$ cat src/rtl/rr_arbiter_8_pkg.sv
// Shared types, constants and the rotating-priority search for the 8-way round-robin arbiter.
package rr_arbiter_8_pkg;

    localparam int N_REQ = 8;
    localparam int IDX_W = 3;

    typedef enum logic {
        IDLE  = 1'b0,
        GRANT = 1'b1
    } state_t;

    typedef struct packed {
        logic             found;
        logic [IDX_W-1:0] idx;
    } pick_t;

    // Rotate so that bit 'start' lands at position 0, take the lowest set bit,
    // then rotate the position back into absolute requester numbering.
    function automatic pick_t rr_pick(input logic [N_REQ-1:0] req,
                                      input logic [IDX_W-1:0] start);
        logic [2*N_REQ-1:0] doubled;
        logic [N_REQ-1:0]   rot;
        logic [IDX_W-1:0]   pos;
        pick_t              res;
        doubled   = {req, req} >> start;
        rot       = doubled[N_REQ-1:0];
        pos       = '0;
        for (int i = N_REQ - 1; i >= 0; i--) begin
            if (rot[i]) pos = IDX_W'(i);
        end
        res.found = |req;
        res.idx   = start + pos;
        return res;
    endfunction

endpackage

$ cat src/rtl/rr_arbiter_8_if.sv
// Request/grant bundle between the requesting masters and the arbiter.
interface rr_arbiter_8_if;
    import rr_arbiter_8_pkg::*;

    logic             en;
    logic [N_REQ-1:0] req;
    logic [N_REQ-1:0] gnt;
    logic [IDX_W-1:0] gnt_idx;
    logic             gnt_valid;

    modport master (output en, req, input gnt, gnt_idx, gnt_valid);
    modport slave  (input en, req, output gnt, gnt_idx, gnt_valid);

endinterface

$ cat src/rtl/decoder_3x8_beh.sv
// 3-to-8 one-hot decoder with enable; all-zero output when disabled.
module decoder_3x8_beh (
    input  logic [2:0] a,
    input  logic       en,
    output logic [7:0] q
);

    always_comb begin
        q = '0;
        if (en) q[a] = 1'b1;
    end

endmodule

$ cat src/rtl/rr_arbiter_8.sv
// Eight-requester round-robin arbiter with a hold limit under contention;
// the registered winner index is decoded to a one-hot grant.
module rr_arbiter_8
    import rr_arbiter_8_pkg::*;
#(
    parameter int MAX_HOLD = 4,
    parameter int CNT_W    = 4
) (
    input logic           clk,
    input logic           rst_n,
    rr_arbiter_8_if.slave bus
);

    localparam logic [CNT_W-1:0] HOLD_LAST = CNT_W'(MAX_HOLD - 1);

    state_t           state,     state_nxt;
    logic [IDX_W-1:0] gnt_idx_q, idx_nxt;
    logic [IDX_W-1:0] ptr,       ptr_nxt;
    logic [CNT_W-1:0] hold_cnt,  cnt_nxt;

    logic [N_REQ-1:0] others;
    logic             keep;
    pick_t            pick_first;
    pick_t            pick_next;

    // NOTE: reset is synchronous, so it lives inside the clocked branch and
    // is only seen on a rising edge; no asynchronous sensitivity.
    always_ff @(posedge clk) begin
        if (!rst_n) begin
            state     <= IDLE;
            gnt_idx_q <= '0;
            ptr       <= '0;
            hold_cnt  <= '0;
        end else begin
            state     <= state_nxt;
            gnt_idx_q <= idx_nxt;
            ptr       <= ptr_nxt;
            hold_cnt  <= cnt_nxt;
        end
    end

    // NOTE: every output of this block gets a default first, so no path
    // leaves a variable unassigned and no latch is inferred.
    always_comb begin
        state_nxt  = state;
        idx_nxt    = gnt_idx_q;
        ptr_nxt    = ptr;
        cnt_nxt    = hold_cnt;

        others     = bus.req & ~(N_REQ'(1) << gnt_idx_q);
        keep       = bus.en && bus.req[gnt_idx_q] &&
                     ((hold_cnt < HOLD_LAST) || (others == '0));
        pick_first = rr_pick(bus.req, ptr);
        // The releasing winner is masked and the search starts just past it.
        pick_next  = rr_pick(others, gnt_idx_q + 3'd1);

        case (state)
            IDLE: begin
                if (bus.en && pick_first.found) begin
                    state_nxt = GRANT;
                    idx_nxt   = pick_first.idx;
                    cnt_nxt   = '0;
                end
            end
            GRANT: begin
                if (keep) begin
                    if (hold_cnt < HOLD_LAST) cnt_nxt = hold_cnt + 1'b1;
                end else begin
                    ptr_nxt = gnt_idx_q + 3'd1;
                    cnt_nxt = '0;
                    if (bus.en && pick_next.found) begin
                        idx_nxt = pick_next.idx;
                    end else begin
                        state_nxt = IDLE;
                    end
                end
            end
            default: state_nxt = IDLE;
        endcase
    end

    always_comb begin
        bus.gnt_valid = (state == GRANT);
        bus.gnt_idx   = gnt_idx_q;
    end

    decoder_3x8_beh u_dec (
        .a  (gnt_idx_q),
        .en (state == GRANT),
        .q  (bus.gnt)
    );

endmodule

$ cat src/flat_wrapper.sv
// flat-port wrapper written by rule: the top's interface ports become plain ports
module rr_arbiter_8_flat import rr_arbiter_8_pkg::*;
#(
    parameter int MAX_HOLD = 4,
    parameter int CNT_W    = 4
)
  (clk, rst_n, bus_en, bus_req, bus_gnt, bus_gnt_idx, bus_gnt_valid);
  rr_arbiter_8_if bus_i ();
  input logic clk;
  input logic rst_n;
  input wire logic [$bits(bus_i.en)-1:0] bus_en;
  input wire logic [$bits(bus_i.req)-1:0] bus_req;
  output wire logic [$bits(bus_i.gnt)-1:0] bus_gnt;
  output wire logic [$bits(bus_i.gnt_idx)-1:0] bus_gnt_idx;
  output wire logic [$bits(bus_i.gnt_valid)-1:0] bus_gnt_valid;
  assign bus_i.en = bus_en;
  assign bus_i.req = bus_req;
  assign bus_gnt = bus_i.gnt;
  assign bus_gnt_idx = bus_i.gnt_idx;
  assign bus_gnt_valid = bus_i.gnt_valid;
  rr_arbiter_8 #(.MAX_HOLD(MAX_HOLD), .CNT_W(CNT_W)) u_core (.clk(clk), .rst_n(rst_n), .bus(bus_i));
endmodule
$ cat config.mk
export PLATFORM = sky130hd
export DESIGN_NAME = rr_arbiter_8_flat
export DESIGN_NICKNAME = d
export VERILOG_FILES = /design/src/rtl/rr_arbiter_8_pkg.sv /design/src/rtl/rr_arbiter_8_if.sv /design/src/rtl/decoder_3x8_beh.sv /design/src/rtl/rr_arbiter_8.sv /design/src/flat_wrapper.sv
export SDC_FILE = /design/constraint.sdc
export NUM_CORES = 1
export LEC_CHECK = 0
export ABC_AREA = 1
export CORE_MARGIN = 4
export CORE_UTILIZATION = 40
export DETAILED_ROUTE_END_ITERATION = 10
export MAX_ROUTING_LAYER = met4
export PLACE_DENSITY_LB_ADDON = 0.25
export SLEW_MARGIN = 20
export SYNTH_ARGS = -nofsm -noshare
export SYNTH_HDL_FRONTEND = slang
export SYNTH_SLANG_ARGS = --single-unit
$ cat constraint.sdc
create_clock -name clk -period 3.7 [get_ports clk]
set_input_delay 0.555 -clock clk [delete_from_list [all_inputs] [get_ports clk]]
set_output_delay 0.555 -clock clk [all_outputs]
set_load 0.01 [all_outputs]
# == Word level (Yosys, flattened, before mapping) ==
# Cells that the tools add are included.
# word_totals
reg_bits,11
latch_bits,0
ramBits,0
mem_bits_ro,0
in_bits,11
output_inout_bits,12
word_cells,67
mem_count,0
# op_classes
addsub,4
mul,0
div_mod_pow,0
n_lt_le_gt_ge,3
eq_ne,4
shifts,3
muxes,33
n_bitwise,4
n_reduce_logical,12
# ops
op,n
3-bit 2-to-1 mux,19
16-bit by 3-bit right shift with 8-bit output,2
8-bit OR reduction,2
4-bit 2-to-1 mux,3
8-bit bitwise AND,1
8-bit logical NOT,1
8-bit 2-to-1 mux,1
8-bit inverter,1
4-bit case mux with 2 select lines,1
1-bit by 3-bit left shift with 8-bit output (first input constant),1
3-bit adder,2
3-bit case mux with 2 select lines,1
1-bit logical AND,5
1-bit 2-to-1 mux,5
4-bit by 1-bit adder with 4-bit output (second input constant),1
3-bit by 4-bit less-than comparator with 1-bit output (second input constant),1
4-bit by 2-bit less-than comparator with 1-bit output (second input constant),1
2-bit inequality test (second input constant),2
2-bit AND reduction,2
3-bit by 1-bit adder with 3-bit output (second input constant),1
1-bit binary-select mux with 3-bit select,1
1-bit demux with 3-bit select,1
3-bit by 1-bit >= comparator with 1-bit output (second input constant),1
3-bit inequality test (second input constant),1
5 further kinds,6

# == Logic depth before layout (Yosys ltp) ==
# Gate-level depths: netlist of the first run.
# depth
depth_word,16
ltp_mapped,22

# == Cells and area by module ==
# Synthesis of the first run repeated with hierarchy kept, for this count alone.
# hier_totals
cells_unflattened,324
hier_area_um2,1761.7
# modules_own_cells
module,n_inst,cells_per_inst,area_each_um2
rr_arbiter_8,1,307,1697.9
decoder_3x8_beh,1,17,63.8

# == Worst setup path before layout of the first run ==
# No wires, ideal clock.
# synth_timing
kind,reg-to-reg
startpoint,"reg u_core.gnt_idx_q[0], in the netlist u_core.bus.gnt_idx[0]"
endpoint,"reg u_core.gnt_idx_q[2], in the netlist u_core.bus.gnt_idx[2]"
setup_ps,117
arrival_ps,3023
t_required_ps,3583
setup_slack_ps,560
stages_incl_launch_ff,23
n_path_buf,3
period_less_slack_ps,3140
path_cell_list,dfxtp_1 > buf_6 > inv_2 > buf_6 > ha_1 > buf_2 > inv_1 > nand3_1 > nand2_1 > o21ai_1 > inv_1 > a21oi_1 > o21ai_0 > nand3_1 > nand2_1 > ha_1 > fa_1 > xnor2_1 > nand3_1 > nand2_1 > nor2_1 > nor2_1 > nor2_1
# synth_between
elab_chain_len,16
# synth_rtl
item,line,source
"start, declared",rr_arbiter_8.sv:17,"logic [IDX_W-1:0] gnt_idx_q, idx_nxt;"
"start signal, assigned",rr_arbiter_8.sv:36,gnt_idx_q <= idx_nxt;
branches (longest 16 deep; another with 3-bit by 1-bit adder with 3-bit output),-,
# Several ways; the timed one is not identified. The select of a mux whose other input is x is not followed.
# A chain may end at the register's enable or synchronous reset.

# == Worst setup path after layout of the first run ==
# Same ends and word-level chain as after synthesis.

==> flow_summary.json, run 1 <==
{
  "die-width_um": 73.3,
  "cts-htree-levels": 1,
  "clkLatencyLatePin_ns": 0.24,
  "synth-edff-count": 0,
  "synth_seq_cells": 11,
  "gp_congestion": 0.887,
  "yosys.area.top_type": "nand2_1",
  "fillCellCount": 442,
  "grt_pass1_vias": 1813,
  "critPathSlowestCell": "dfxtp_1",
  "cts.clk_slew.worst_paths_ns": 0.05,
  "worst_slew_pin_slew_ns": 0.367,
  "numCtsBuffers": 3,
  "path_cells": "inv_2, ha_1, buf_4, nand3_1, nand2_1, o21ai_1, inv_1, a21oi_1, o21ai_0, nand3_1, nand2_1, ha_1, fa_1, xnor2_1, nand3_1, nand2_1, nor2_1, nor2_1, nor2_1",
  "drcViolationCount": 0,
  "place_area_um2": 1940,
  "grt.overflow.total": 0,
  "cts_sinks": 11,
  "final_cell_mix": "nand2_1 (111), nand3_1 (64), nor2_1 (28), clkdlybuf4s50_1 (22), inv_1 (21)",
  "drtAntennaViolNets": 0,
  "ys_seq_area_share_pct": 12.9,
  "num_vias": 1965,
  "holdWs_ns": 0.454,
  "setup_tns_ns": 0,
  "core_area_um2": 4060,
  "ir_drop_v": 0.000334,
  "grt_use_total_pct": 18.8,
  "clockBufferDepth": 2,
  "maxCapViolCount": 0,
  "diodes": 0,
  "synthDistinctLibCells": 32,
  "end_kind": "flop",
  "antenna_found_initial": 0,
  "final_nets": 354,
  "synth_area_leaders": "nand2_1 (24%), nand3_1 (19%), dfxtp_1 (13%)",
  "cts_hold_buf": 0,
  "cts_tree": "yes",
  "rsz0062_at_grt": "false",
  "critPathArrivalTime_ns": 3.41,
  "first_pass_iters": 5,
  "hp-class": "reg -> reg",
  "outcome": "complete, no violations",
  "async_flop_share_pct": 0,
  "relSlewSlack_pct": 75.5,
  "syn_area_per_cell_um2": 5.47,
  "final_area_um2": 1980,
  "p_total_mw": 1.13,
  "finClkSkew_ns": 0.00185,
  "synthCells": 312,
  "power_density_nw_per_um2": 570,
  "postCtsSetupRepairBufs": 0,
  "synth_top_area_share_pct": 24.4,
  "yosys_warnings": 0,
  "chipHeight_um": 73.3,
  "fin_util_pct": 48.9,
  "grt_pass1_wl_mm": 7.99,
  "critical_path_class": "reg -> reg",
  "fmax_ghz": 0.309,
  "final_layout_size_suffix_gt1_share_pct": 6.65,
  "dp_hpwl_mm": 3.79,
  "synth-main-ff-cell": "dfxtp_1",
  "num_io_pins": 23,
  "die_area_um2": 5380,
  "start_util_pct": 42.1,
  "area_delta_synth_final_pct": 16.1,
  "finalMaxSlewViolations": 0,
  "drt-total-wl_mm": 4.64,
  "via_per_inst": 5.16,
  "finalSetupViolations": 0,
  "root_buffer": "clkbuf_8",
  "port_buffers": 22,
  "power.leakage_nw": 0.977,
  "fin_crit_ns": 3.23,
  "post-route-period-util_pct": 87.4,
  "drt_iter0_drc": 126,
  "layout_commonest_cell": "nand2_1",
  "cp.required_ns": 3.88,
  "syn_nets": 334,
  "rows": 23,
  "grt_max_degree": 17,
  "wire_per_inst_um": 12.2,
  "slowest_delay_ns": 0.45,
  "synth_area_um2": 1710,
  "startpoint_type": "flop",
  "crit_fanout": 13,
  "cts_resized": 0,
  "hold_violations": 0
}
## Yosys cell counts (all sizes together) (2+ instances only)
master  number
nand2      117
a31oi        2
dfxtp       11
ha           9
o21ai       16
fa           2
buf          9
nor2        33
nand3       64
inv         25
nor3         2
a21oi       10
## worst max-delay path, delay by kind of cell (launching register included)
family,cells,cell delay (ns)
xor+xnor,1,0.15
compound gates,3,0.40
fa+ha+maj,3,0.99
flops,1,0.45
simple gates,9,0.74
buf+inv,3,0.43
## power by group
group	internal [mW]	switching (mW)
Combinational	0.313	0.527
Clock	0.0756	0.0441
Sequential	0.136	0.0342
## cell families (layout without fill, tap and decap cells)
logic type	after synthesis	in the layout	share of synthesized area (%)
multiplexers	1	1	0.586
buffers and inverters	36	55	10.1
AO/OA/AOI/OAI	32	32	10.8
XOR/XNOR	2	2	1.03
adder cells (fa/ha/maj)	11	11	8.94
flip-flops	11	11	12.9
AND/OR/NAND/NOR	219	219	55.7
## worst paths after layout
path | startpoint | endpoint | slack (ns) | cells after the start
worst max-delay path | u_core.bus.gnt_idx[0]$_SDFFE_PN0P_ | u_core.bus.gnt_idx[2]$_SDFFE_PN0P_ | 0.47 | 19
worst min-delay path | u_core.hold_cnt[3]$_SDFFE_PN0P_ | u_core.hold_cnt[3]$_SDFFE_PN0P_ | 0.45 | 2
worst max register to register | u_core.bus.gnt_idx[0]$_SDFFE_PN0P_ | u_core.bus.gnt_idx[2]$_SDFFE_PN0P_ | 0.47 | 19
worst min register to register | u_core.hold_cnt[3]$_SDFFE_PN0P_ | u_core.hold_cnt[3]$_SDFFE_PN0P_ | 0.45 | 2
## through the flow
stage / worst slack [ns] / std cells
floorplan: 0.560 / 312
global placement: 0.395 / 377
detailed placement: 0.346 / 377
CTS: 0.470 / 381
global route: 0.0795 / 381
finish: 0.468 / 381
## layout make-up
type,instances,area [um^2],area share [%]
Multi-Input combinational cell,265,1320,66.3
Timing Repair Buffer,25,243,12.2
Clock buffer,4,45.0,2.27
Sequential cell,11,220,11.1
Tap cell,50,62.6,3.15
Inverter,26,97.6,4.92
## routing by layer
metal | routed length (um) | share of wire, % | GRT usage [%]
met1 | 2290 | 49 | 24.7
met2 | 2210 | 48 | 31.3
met3 | 83 | 1.8 | 1.23
met4 | 53 | 1.1 | 5.03
met5 | 0 | 0 | -
## registers in the layout (all words and copies together), names as in the netlist
signal and flops:
u_core.bus.gnt_idx 3, u_core.hold_cnt 4, u_core.bus.gnt_valid 1, u_core.ptr 3
Power figures use the tool's default switching activity.
==> run 2, diff against run 1 <==
--- a/config.mk
+++ b/config.mk
@@ -6,11 +6,11 @@
 export NUM_CORES = 1
 export LEC_CHECK = 0
 export ABC_AREA = 1
-export CORE_MARGIN = 4
 export CORE_UTILIZATION = 40
 export DETAILED_ROUTE_END_ITERATION = 10
 export MAX_ROUTING_LAYER = met4
 export PLACE_DENSITY_LB_ADDON = 0.25
+export REMOVE_ABC_BUFFERS = 1
 export SLEW_MARGIN = 20
 export SYNTH_ARGS = -nofsm -noshare
 export SYNTH_HDL_FRONTEND = slang
==> flow_summary.json, run 2 (synthesized netlist as in run 1, its figures left out) <==
{
  "relSlewSlack_pct": 73.0,
  "final_area_um2": 1980,
  "cts-htree-levels": 1,
  "place_inst": 376,
  "chipHeight_um": 67.3,
  "die_area_um2": 4540,
  "final_cell_mix": "nand2_1 (111), nand3_1 (64), nor2_1 (28), clkdlybuf4s50_1 (22), inv_1 (21)",
  "largest_reg_flops": 4,
  "cts_hold_buf": 0,
  "grt_util_met3_pct": 2.03,
  "fin_crit_ns": 3.26,
  "critPathArrivalTime_ns": 3.44,
  "layout_commonest_cell": "nand2_1",
  "hold_violations": 0,
  "drtAntennaViolNets": 0,
  "finalSetupViolations": 0,
  "diodes": 0,
  "post-route-period-util_pct": 88.1,
  "port_buffers": 22,
  "maxCapViolCount": 0,
  "startpoint_type": "flop",
  "layoutNonFillerInstCount": 380,
  "num_vias": 1939,
  "crit_start": "u_core.bus.gnt_idx[2]$_SDFFE_PN0P_",
  "top_usage_layer": "met2",
  "drt-total-wl_mm": 4.48,
  "place_area_um2": 1930,
  "final_nets": 353,
  "use_met2_pct": 37.8,
  "end_kind": "flop",
  "first_pass_iters": 5,
  "p_total_mw": 1.13,
  "rows": 23,
  "num_io_pins": 23,
  "slowest_delay_ns": 0.56,
  "grt_pass1_wl_mm": 7.34,
  "via_per_inst": 5.10,
  "cp.required_ns": 3.88,
  "antenna_found_initial": 0,
  "numCtsBuffers": 3,
  "setup_tns_ns": 0,
  "drt_iter0_drc": 72,
  "worstReg2RegStart": "u_core.bus.gnt_idx[2]$_SDFFE_PN0P_",
  "power.leakage_nw": 0.972,
  "holdWs_ns": 0.453,
  "wire_per_inst_um": 11.8,
  "drcViolationCount": 0,
  "core_area_um2": 4060,
  "clockBufferDepth": 2,
  "crit_fanout": 12,
  "critical_path_class": "reg -> reg",
  "dp_hpwl_mm": 3.64,
  "path_cells": "inv_2, ha_1, inv_1, nand3_1, nand2_1, a21oi_1, o21ai_0, nand3_1, nand2_1, ha_1, fa_1, xnor2_1, nand3_1, nand2_1, nor2_1, nor2_1, nor2_1",
  "die-width_um": 67.3,
  "root_buffer": "clkbuf_8",
  "final_layout_size_suffix_gt1_share_pct": 6.36,
  "grt.overflow.total": 0,
  "fmax_ghz": 0.307,
  "power_density_nw_per_um2": 571,
  "area_delta_synth_final_pct": 15.7,
  "fin_util_pct": 48.7,
  "post-place-ws_ns": 0.323,
  "reg2reg_depth": 17,
  "regToRegSetupSlack_ns": 0.44,
  "start_util_pct": 42.1,
  "gp_congestion": 0.822,
  "cts_tree": "yes",
  "clkLatencyLatePin_ns": 0.24,
  "top_register": "u_core.hold_cnt",
  "finClkSkew_ns": 0.00326,
  "crit_end": "u_core.bus.gnt_idx[2]$_SDFFE_PN0P_",
  "hp-class": "reg -> reg",
  "outcome": "complete, no violations",
  "timing.rr.end": "u_core.bus.gnt_idx[2]$_SDFFE_PN0P_",
  "cts_resized": 0,
  "grt_util_met1_pct": 26.5,
  "critPathSlowestCell": "dfxtp_1",
  "worst_slew_pin_slew_ns": 0.404,
  "rsz0062_at_grt": "false",
  "cts.clk_slew.worst_paths_ns": 0.05,
  "postCtsSetupRepairBufs": 0,
  "grt_max_degree": 17,
  "finalMaxSlewViolations": 0,
  "setup_ws_ns": 0.442,
  "grt_pass1_vias": 1703,
  "grt_use_total_pct": 21.8,
  "cts_sinks": 11,
  "ir_drop_v": 0.000340
}
==> run 2: cell count changes in the layout (fill, tap and decap cells not counted), sizes merged <==
| cell | previous run | this run |
|---|---|---|
| buf | 3 | 2 |
==> run 2: how the worst min path moves through the flow <==
stage	end	start	cells past startpoint	slack [ns]
2_1_floorplan	u_core.hold_cnt[3]$_SDFFE_PN0P_	u_core.hold_cnt[3]$_SDFFE_PN0P_	2	0.42
3_3_place_gp	u_core.hold_cnt[3]$_SDFFE_PN0P_	u_core.hold_cnt[3]$_SDFFE_PN0P_	2	0.44
3_5_place_dp	u_core.hold_cnt[3]$_SDFFE_PN0P_	u_core.hold_cnt[3]$_SDFFE_PN0P_	2	0.45
4_1_cts	u_core.hold_cnt[3]$_SDFFE_PN0P_	u_core.hold_cnt[3]$_SDFFE_PN0P_	2	0.45
5_1_grt	u_core.hold_cnt[3]$_SDFFE_PN0P_	u_core.hold_cnt[3]$_SDFFE_PN0P_	2	0.49
6_report	u_core.hold_cnt[3]$_SDFFE_PN0P_	u_core.hold_cnt[3]$_SDFFE_PN0P_	2	0.45
==> run 2: worst max-delay path, delay by kind of cell, from the launching register on <==
family	cells	cell delay (ns)
buf+inv	2	0.34
xor+xnor	1	0.15
simple gates	9	0.82
flops	1	0.56
compound gates	2	0.20
fa+ha+maj	3	1.12
==> run 2: layout make-up <==
cell class	count	area, um^2
clock buffer	4	45.0
timing repair buffer	24	235
inverter	26	97.6
tap	50	62.6
fill	423	2080
sequential	11	220
multi-input combinational	265	1320
==> run 2: layer usage <==
layer	routed length, um	vias to the layer above
met5	0	-
met4	58	0
met3	150	6
met2	2110	44
met1	2170	831
li1	-	1058
==> run 2: where the power goes <==
| part | total, mW | switching [mW] | internal (mW) |
|---|---|---|---|
| clock | 0.121 | 0.0454 | 0.0757 |
| combinational | 0.832 | 0.519 | 0.313 |
| sequential | 0.174 | 0.0385 | 0.136 |
